[src/rtl/pipeline_ctrl_pkg.sv]
// Shared types and constants for the pipeline hazard controller.
// Optional perf counters are enabled by defining PIPE_PERF_CNT_EN.
package pipeline_ctrl_pkg;

    typedef enum logic {
        StRun     = 1'b0,
        StMemWait = 1'b1
    } state_e;

    // Listed highest priority first; exactly one is selected per cycle.
    typedef enum logic [2:0] {
        CondFreeze  = 3'd0,
        CondBranch  = 3'd1,
        CondLoadUse = 3'd2,
        CondJump    = 3'd3,
        CondNormal  = 3'd4
    } cond_e;

    localparam logic [31:0] NOP_INSTR = 32'h0000_0000;
    localparam int unsigned MemTimeoutDefault = 255;

endpackage

[src/rtl/pipeline_perf_cnt.sv]
// Three saturating event counters: load-use stalls, redirect flushes, memory-wait cycles.
// Instantiated only when PIPE_PERF_CNT_EN is defined.
module pipeline_perf_cnt #(
    parameter int unsigned CNT_W = 32
) (
    input  logic             clk_i,
    input  logic             reset_i,
    input  logic             stall_i,
    input  logic             flush_i,
    input  logic             memwait_i,
    output logic [CNT_W-1:0] stall_cycles_o,
    output logic [CNT_W-1:0] flush_events_o,
    output logic [CNT_W-1:0] memwait_cycles_o
);

    logic [CNT_W-1:0] stall_q, stall_d;
    logic [CNT_W-1:0] flush_q, flush_d;
    logic [CNT_W-1:0] memwait_q, memwait_d;

    always_comb begin
        stall_d   = stall_q;
        flush_d   = flush_q;
        memwait_d = memwait_q;
        if (stall_i && (stall_q != '1)) stall_d = stall_q + 1'b1;
        if (flush_i && (flush_q != '1)) flush_d = flush_q + 1'b1;
        if (memwait_i && (memwait_q != '1)) memwait_d = memwait_q + 1'b1;
    end

    always_ff @(posedge clk_i) begin
        if (reset_i) begin
            stall_q   <= '0;
            flush_q   <= '0;
            memwait_q <= '0;
        end else begin
            stall_q   <= stall_d;
            flush_q   <= flush_d;
            memwait_q <= memwait_d;
        end
    end

    assign stall_cycles_o   = stall_q;
    assign flush_events_o   = flush_q;
    assign memwait_cycles_o = memwait_q;

endmodule

[src/rtl/pipeline_hazard_ctrl.sv]
// Hold/flush and PC redirect control for a 5-stage pipeline with a variable-latency data memory.
// Define PIPE_PERF_CNT_EN to add the stall/flush/memwait performance counters.
module pipeline_hazard_ctrl
    import pipeline_ctrl_pkg::*;
#(
    parameter int unsigned MEM_TIMEOUT = MemTimeoutDefault
`ifdef PIPE_PERF_CNT_EN
    ,
    parameter int unsigned CNT_W = 32
`endif
) (
    input  logic        clk_i,
    input  logic        reset_i,
    input  logic [4:0]  id_rs_i,
    input  logic [4:0]  id_rt_i,
    input  logic        id_uses_rt_i,
    input  logic        id_jump_i,
    input  logic [31:0] id_jump_target_i,
    input  logic        ex_mem_read_i,
    input  logic [4:0]  ex_reg_dest_i,
    input  logic        ex_branch_taken_i,
    input  logic [31:0] ex_branch_target_i,
    input  logic        mem_req_i,
    input  logic        mem_ready_i,
    output logic        pc_we_o,
    output logic        pc_sel_redirect_o,
    output logic [31:0] pc_redirect_tgt_o,
    output logic        ifid_hold_o,
    output logic        idex_hold_o,
    output logic        exmem_hold_o,
    output logic        memwb_hold_o,
    output logic        ifid_flush_o,
    output logic        idex_flush_o,
    output logic        mem_err_o
`ifdef PIPE_PERF_CNT_EN
    ,
    output logic [CNT_W-1:0] stall_cycles_o,
    output logic [CNT_W-1:0] flush_events_o,
    output logic [CNT_W-1:0] memwait_cycles_o
`endif
);

    localparam int unsigned TmoW = (MEM_TIMEOUT > 255) ? $clog2(MEM_TIMEOUT + 1) : 8;
    localparam logic [TmoW-1:0] TmoLast = TmoW'(MEM_TIMEOUT - 1);

    state_e          state_q, state_d;
    logic [TmoW-1:0] tmo_q, tmo_d, tmo_base;
    logic            mem_err_q, mem_err_d;
    logic            freeze, load_use;
    cond_e           cond;

    assign freeze   = mem_req_i && !mem_ready_i;
    assign load_use = ex_mem_read_i && (ex_reg_dest_i != 5'd0) &&
                      ((ex_reg_dest_i == id_rs_i) || (id_uses_rt_i && (ex_reg_dest_i == id_rt_i)));

    always_comb begin
        if (freeze)                 cond = CondFreeze;
        else if (ex_branch_taken_i) cond = CondBranch;
        else if (load_use)          cond = CondLoadUse;
        else if (id_jump_i)         cond = CondJump;
        else                        cond = CondNormal;
    end

    // The first freeze cycle counts too, so mem_err sets after exactly MEM_TIMEOUT stalled cycles.
    assign tmo_base = (state_q == StMemWait) ? tmo_q : '0;

    always_comb begin
        state_d   = state_q;
        tmo_d     = tmo_q;
        mem_err_d = mem_err_q;
        if (freeze) begin
            state_d = StMemWait;
            if (tmo_base != '1) tmo_d = tmo_base + 1'b1;
            if ((MEM_TIMEOUT != 0) && (tmo_base == TmoLast)) mem_err_d = 1'b1;
        end else begin
            state_d = StRun;
            tmo_d   = '0;
        end
    end

    always_ff @(posedge clk_i) begin
        if (reset_i) begin
            state_q   <= StRun;
            tmo_q     <= '0;
            mem_err_q <= 1'b0;
        end else begin
            state_q   <= state_d;
            tmo_q     <= tmo_d;
            mem_err_q <= mem_err_d;
        end
    end

    always_comb begin
        pc_we_o           = 1'b0;
        pc_sel_redirect_o = 1'b0;
        pc_redirect_tgt_o = 32'h0;
        ifid_hold_o       = 1'b0;
        idex_hold_o       = 1'b0;
        exmem_hold_o      = 1'b0;
        memwb_hold_o      = 1'b0;
        ifid_flush_o      = 1'b0;
        idex_flush_o      = 1'b0;
        if (reset_i) begin
            ifid_flush_o = 1'b1;
            idex_flush_o = 1'b1;
        end else begin
            unique case (cond)
                CondFreeze: begin
                    ifid_hold_o  = 1'b1;
                    idex_hold_o  = 1'b1;
                    exmem_hold_o = 1'b1;
                    memwb_hold_o = 1'b1;
                end
                CondBranch: begin
                    pc_we_o           = 1'b1;
                    pc_sel_redirect_o = 1'b1;
                    pc_redirect_tgt_o = ex_branch_target_i;
                    ifid_flush_o      = 1'b1;
                    idex_flush_o      = 1'b1;
                end
                CondLoadUse: begin
                    ifid_hold_o  = 1'b1;
                    idex_flush_o = 1'b1;
                end
                CondJump: begin
                    pc_we_o           = 1'b1;
                    pc_sel_redirect_o = 1'b1;
                    pc_redirect_tgt_o = id_jump_target_i;
                    ifid_flush_o      = 1'b1;
                end
                default: pc_we_o = 1'b1;
            endcase
        end
    end

    assign mem_err_o = mem_err_q;

`ifdef PIPE_PERF_CNT_EN
    pipeline_perf_cnt #(
        .CNT_W (CNT_W)
    ) u_perf_cnt (
        .clk_i            (clk_i),
        .reset_i          (reset_i),
        .stall_i          (!reset_i && (cond == CondLoadUse)),
        .flush_i          (!reset_i && ((cond == CondBranch) || (cond == CondJump))),
        .memwait_i        (!reset_i && (cond == CondFreeze)),
        .stall_cycles_o   (stall_cycles_o),
        .flush_events_o   (flush_events_o),
        .memwait_cycles_o (memwait_cycles_o)
    );
`endif

endmodule

[config.mk]
export PLATFORM = sky130hd
export DESIGN_NAME = pipeline_hazard_ctrl
export DESIGN_NICKNAME = d
export VERILOG_FILES = /design/src/rtl/pipeline_ctrl_pkg.sv /design/src/rtl/pipeline_perf_cnt.sv /design/src/rtl/pipeline_hazard_ctrl.sv
export SDC_FILE = /design/constraint.sdc
export NUM_CORES = 1
export LEC_CHECK = 0
export BUFFER_PORTS_ARGS = -buffer_cell sky130_fd_sc_hd__buf_2
export CAP_MARGIN = 25
export CORE_ASPECT_RATIO = 1.4
export CORE_MARGIN = 2
export CORE_UTILIZATION = 35
export CTS_BUF_LIST = sky130_fd_sc_hd__clkbuf_4
export DETAILED_ROUTE_END_ITERATION = 7
export PLACE_DENSITY = 0.83
export SETUP_SLACK_MARGIN = 0.02
export SLEW_MARGIN = 20
export SYNTH_ARGS = -nofsm -noshare
export SYNTH_HDL_FRONTEND = slang
export SYNTH_SLANG_ARGS = --single-unit
[constraint.sdc]
create_clock -name clk_i -period 1.5 [get_ports clk_i]
set_input_delay 0.15 -clock clk_i [delete_from_list [all_inputs] [get_ports clk_i]]
set_output_delay 0.15 -clock clk_i [all_outputs]
set_load 0.005 [all_outputs]
## Word level (Yosys, flattened, before mapping)

Index checks and enable logic that the tools add are counted.

- Bits in registers: 10
- Input bits: 87
- Output and inout port bits: 41
- Logic and storage cells: 44

- Add/sub/neg operators: 1
- Equality and inequality tests: 7
- Muxes and demuxes: 19
- Bitwise gates (word level): 1
- Reduce and logical (&&, ||, !) cells: 13

Operators with widths:

| operator | number |
|---|---|
| $pmux 32 s2 | 1 |
| $mux 32 | 1 |
| $mux 1 | 12 |
| $mux 3 | 4 |
| $eq 5x5->1 | 2 |
| $add 8x1->8 const B | 1 |
| $eq 8x8->1 const B | 1 |
| $mux 8 | 1 |
| $ne 8x8->1 const B | 1 |
| $reduce_or 2->1 | 4 |
| $eq 3x2->1 const B | 2 |
| $reduce_bool 5->1 | 1 |
| $logic_and 1x1->1 | 4 |
| $eq 3x1->1 const B | 1 |
| $logic_not 3->1 | 1 |
| $reduce_and 2->1 | 1 |
| $logic_not 1->1 | 1 |
| $logic_or 1x1->1 | 1 |
| $not 1->1 | 1 |

## Depth between registers and ports, before layout

- Word-level depth: 11
- Gate-level depth with buffers: 6
- Depth with buffers taken out: 5

## Least setup slack after synthesis

No wires, ideal clock.

- Kind: reg2reg
- Start: register state_q
- End: register tmo_q[0]
- Library setup time: 86 ps
- Arrival: 1356 ps
- Required time: 1414 ps
- Path slack: 58 ps
- Cell stages (with the launch flop): 6
- Path buffers: 1
- Clock period less this slack: 1442 ps
- Path through: dfxtp_1 > clkbuf_1 > and2_1 > ha_1 > nand3_1 > a211oi_1

- Word-level cells in the longest chain between the ends: 2
- Elaborated cells between the ends (all ways): 3
- Those cells by class: 1 x add/sub; 1 x eq/ne; 1 x mux

RTL lines:

| what | RTL line | RTL |
|---|---|---|
| start: declaration | pipeline_hazard_ctrl.sv:46 | `state_e state_q, state_d;` |
| start signal: assignment | pipeline_hazard_ctrl.sv:83 | `state_q <= StRun;` |
| start signal: assignment | pipeline_hazard_ctrl.sv:87 | `state_q <= state_d;` |
| $mux 8 * | pipeline_hazard_ctrl.sv:65 | `assign tmo_base = (state_q == StMemWait) ? tmo_q : '0;` |
| $add 8x1->8 / $ne 8x8->1 (equally long branches) | pipeline_hazard_ctrl.sv:73 | `if (tmo_base != '1) tmo_d = tmo_base + 1'b1;` |
| end signal: assignment | pipeline_hazard_ctrl.sv:88 | `tmo_q <= tmo_d;` |
| end: declaration | pipeline_hazard_ctrl.sv:47 | `logic [TmoW-1:0] tmo_q, tmo_d, tmo_base;` |

Every way passes the cells marked *; elsewhere a longest branch is shown, timed or not.
A chain may end at the register's enable or synchronous reset.

## Worst setup path in the final report

- Start: input port ex_reg_dest_i[2]
- End: output port pc_redirect_tgt_o[0]

- Word-level cells in the longest chain between the ends: 10
- Elaborated cells between the ends (all ways): 14
- Those cells by class: 4 x eq/ne; 5 x mux; 5 x reduce/logical

RTL lines:

| what | RTL line | RTL |
|---|---|---|
| start: declaration | pipeline_hazard_ctrl.sv:20 | `input logic [4:0] ex_reg_dest_i,` |
| $eq 5x5->1 | pipeline_hazard_ctrl.sv:54 | `((ex_reg_dest_i == id_rs_i) \|\| (id_uses_rt_i && (ex_reg_dest_i == id_rt_i)));` |
| $logic_and 1x1->1 | pipeline_hazard_ctrl.sv:54 |  |
| $logic_or 1x1->1 | pipeline_hazard_ctrl.sv:54 |  |
| $logic_and 1x1->1 * | pipeline_hazard_ctrl.sv:53 | `assign load_use = ex_mem_read_i && (ex_reg_dest_i != 5'd0) &&` |
| $mux 3 * | pipeline_hazard_ctrl.sv:59 | `else if (load_use) cond = CondLoadUse;` |
| $mux 3 * | pipeline_hazard_ctrl.sv:58 | `else if (ex_branch_taken_i) cond = CondBranch;` |
| $mux 3 * | pipeline_hazard_ctrl.sv:57 | `if (freeze) cond = CondFreeze;` |
| $eq 3x2->1 / $eq 3x1->1 (equally long branches) | pipeline_hazard_ctrl.sv:107 | `unique case (cond)` |
| $pmux 32 s2 * | pipeline_hazard_ctrl.sv:107 |  |
| $mux 32 * | pipeline_hazard_ctrl.sv:103 | `if (reset_i) begin` |
| end: declaration | pipeline_hazard_ctrl.sv:27 | `output logic [31:0] pc_redirect_tgt_o,` |

Marked as above.

==> key figures <==
Die
  • Initial Utilization: 36.4%
  • Die area: 6020 sq um
  • Core area: 5200 sq um
  • Die height: 91.0 um
  • Row cnt: 31
  • # IOs: 128
  • Die width: 66.2 um

Final layout
  • Fin nets: 462
  • Most common cell after layout, fill and taps aside: buf_2
  • Area grow syn2layout: 48.9%
  • Ratio of cells with drive above 1 in the final layout: 52.7%
  • # diodes: 0
  • Most frequent cells in the layout: buf_2 (125), nand2_1 (40), nand3b_1 (32), nand4b_1 (32), o211ai_2 (30)
  • Non-Filler Instances: 438
  • Final Util: 54.2%

Setup path
  • CP endpoint kind: output port
  • Reg-to-Reg Start: tmo_q[1]
  • CP startpoint kind: primary input
  • Critical-path cell list: buf_6, or4_4, o21ai_4, buf_12, buf_6, nand4b_1, o211ai_1, buf_2
  • R2R Setup Slk: 0.15 ns
  • Worst r2r dst: tmo_q[1]
  • Critical Path RT: 1.35 ns
  • CP dominant cell by count: buf_6
  • Worst R2R Path Depth: 4
  • Max FO, Critical Path: 6
  • CP bufs+invs: 4
  • CP arrival: 1.61 ns
  • Cell family with most CP delay: simple AND/OR/NAND/NOR gates
  • Crit path kind: primary input to output port
  • Slowest-stage cell, CP: or4_4
  • Crit path largest cell delay: 0.54 ns

Synthesis
  • Mapped Area: 1890 sq um
  • Net Count, Synth: 334
  • Largest cells by area after synthesis: o211ai_2 (20%), nand4b_1 (15%), nand3b_1 (13%), dfxtp_1 (11%), nand2_1 (7.9%)
  • Register area share after synthesis: 10.6%
  • Post-synth top area share: 19.8%
  • Synth Register Bits: 10
  • Synth unique cells: 40
  • Main synth FF type: dfxtp_1
  • Post-synth ARST share: 0%
  • Post-Syn Instances: 245
  • Synth Area per Inst: 7.73 sq um
  • EDFF count, synth: 0
  • Dominant cell type by area after synthesis: o211ai_2
  • Yosys warning total: 0

CTS
  • Clk sinks: 10
  • CTS root buffer: clkbuf_4
  • Clock Path Buffers: 2
  • CTS buffer count: 3
  • CTS tree: done
  • Clk slew on worst S/H paths: 0.07 ns
  • Worst-Skew Late Latency: 0.27 ns
  • H-tree depth: 1

Global routing
  • Vias in the first global route: 2215
  • Largest net degree at the start of global routing: 57
  • Total Routing Usage GR: 18.8%
  • Initial antenna violation count: 0
  • First-pass GRT wire length: 9500 um
  • Total grt overflow: 0

Pwr
  • Cell internal pwr: 0.676 mW
  • Tot Pwr: 1.06 mW
  • Combinational cell fraction of total power: 56.1%
  • Net Sw Frac: 36.2%
  • Worst ir drop on vdd: 422 uV
  • P_leak: 1.31 nW
  • Share of power burned in the clock network: 18.6%
  • Register share of total power: 25.4%
  • PwrDens: 376 nW/um^2
  • Switch Pwr: 0.383 mW

STA
  • Minimum clock period: 1.76 ns
  • Setup TNS: -7.68 ns
  • Final hold violations: 0
  • Final worst slack: -0.263 ns
  • Relative slew slack: 81.9%
  • Fmax: 0.567 GHz
  • Unrepaired setup endpoints after global routing: yes
  • Fin Clk Skew: 0.00294 ns
  • Fin Hold WS: 0.255 ns
  • Slew Limit Fails: 0
  • Worst slew pin tran: 0.269 ns
  • Final setup viols: 37
  • Period utilisation layout: 118%

Drt
  • Vias per cell: 5.53
  • Vias: 2420
  • Routed WL per cell: 14.8 um
  • Routed Antenna Nets: 0
  • Drt pass-1 iters: 4
  • Routed WL: 6460 um
  • Initial DRC Count: 107
  • DRC: 0

Place
  • Port bufs: 127
  • HPWL after DPL: 4740 um
  • Dpl cells: 430
  • GPL Wtd Cong: 0.926

Min path
  • Hold Crit Depth: 3
  • WHS Endpoint: mem_err_o
  • Worst hold path type: primary input to flop
  • Hold Path Origin: reset_i

Outcome
  • Status: complete, but fails checks
  • Failing checks: negative setup slack

Job
  • Maxcap violations: 0
metal layers:
metal	up-vias	track usage [%]	share of wire, %
met3	15	2.23	6.4
li1	1182	-	-
met1	1127	20.8	38
met2	96	35.7	54
met5	-	0	0
met4	0	5.61	1.9
power by group through the flow:
stage | clock network (mW) | logic (mW) | registers, mW
2_1_floorplan | 0 | 0.280 | 0.275
3_3_place_gp | 0 | 0.535 | 0.275
3_5_place_dp | 0 | 0.550 | 0.275
4_1_cts | 0.198 | 0.562 | 0.269
5_1_grt | 0.204 | 0.645 | 0.269
6_report | 0.197 | 0.594 | 0.269
area by class of cell:
| type | count | area (sq um) |
|---|---|---|
| timing repair buffer | 151 | 921 |
| tap | 66 | 82.6 |
| clock buffer | 3 | 22.5 |
| fill | 503 | 2380 |
| inverter | 4 | 15.0 |
| multi-input combinational | 203 | 1570 |
| sequential | 10 | 200 |
| clock inverter | 1 | 3.75 |
registers in the layout, indices dropped and copies added (netlist names):
| name | cells |
|---|---|
| tmo_q | 8 |
| state_q | 1 |
| mem_err_o | 1 |
synthesized netlist by cell type (4+ instances only):
| cell | count |
|---|---|
| nand2_1 | 40 |
| nand3_1 | 5 |
| buf_2 | 4 |
| xnor2_1 | 10 |
| a21oi_1 | 6 |
| o211ai_2 | 30 |
| nor2_1 | 5 |
| dfxtp_1 | 10 |
| nand4b_1 | 32 |
| nand3b_1 | 32 |
| buf_4 | 5 |
| clkbuf_1 | 15 |
| nor3_1 | 7 |
worst max path at each step:
stage / from / to / slack [ns] / cells after the start
3_3_place_gp: ex_reg_dest_i[1] / pc_redirect_tgt_o[25] / -0.19 / 7
2_1_floorplan: state_q / tmo_q[0] / 0.06 / 5
5_1_grt: ex_reg_dest_i[2] / pc_redirect_tgt_o[2] / -0.28 / 8
6_report: ex_reg_dest_i[2] / pc_redirect_tgt_o[0] / -0.26 / 8
3_5_place_dp: ex_reg_dest_i[1] / pc_redirect_tgt_o[26] / -0.22 / 7
4_1_cts: ex_reg_dest_i[1] / pc_redirect_tgt_o[3] / -0.23 / 7
timing repair:
item | 4_1_cts | 5_1_grt
hold buffers | 0 | 0
endpoints found under the setup margin | 37 | 40
setup buffers | 0 | 1
pin swaps | 14 | 46
gates cloned | 0 | 3
gates resized for setup | 7 | 3
per-stage QoR:
step,worst slack (ns),cell area (sq um)
global placement,-0.186,2670
detailed placement,-0.222,2670
floorplan,0.0584,1890
global route,-0.283,2820
finish,-0.263,2820
CTS,-0.225,2720
worst register-to-register path: stages, from the launching register on:
cell and delay [ns]:
dfxtp_1 0.38, and2_1 0.17, ha_2 0.25, nand3_2 0.18, a211oi_1 0.28
kinds of logic (layout without fill, tap and decap cells):
group / count (synthesis) / after routing / synth area share [%]
compound gates: 53 / 53 / 28.6
xor+xnor: 11 / 11 / 5.09
fa+ha+maj: 2 / 2 / 1.32
buf+inv: 32 / 159 / 8.79
flops: 10 / 10 / 10.6
simple gates: 137 / 137 / 45.7
Power figures use the tool's default switching activity.
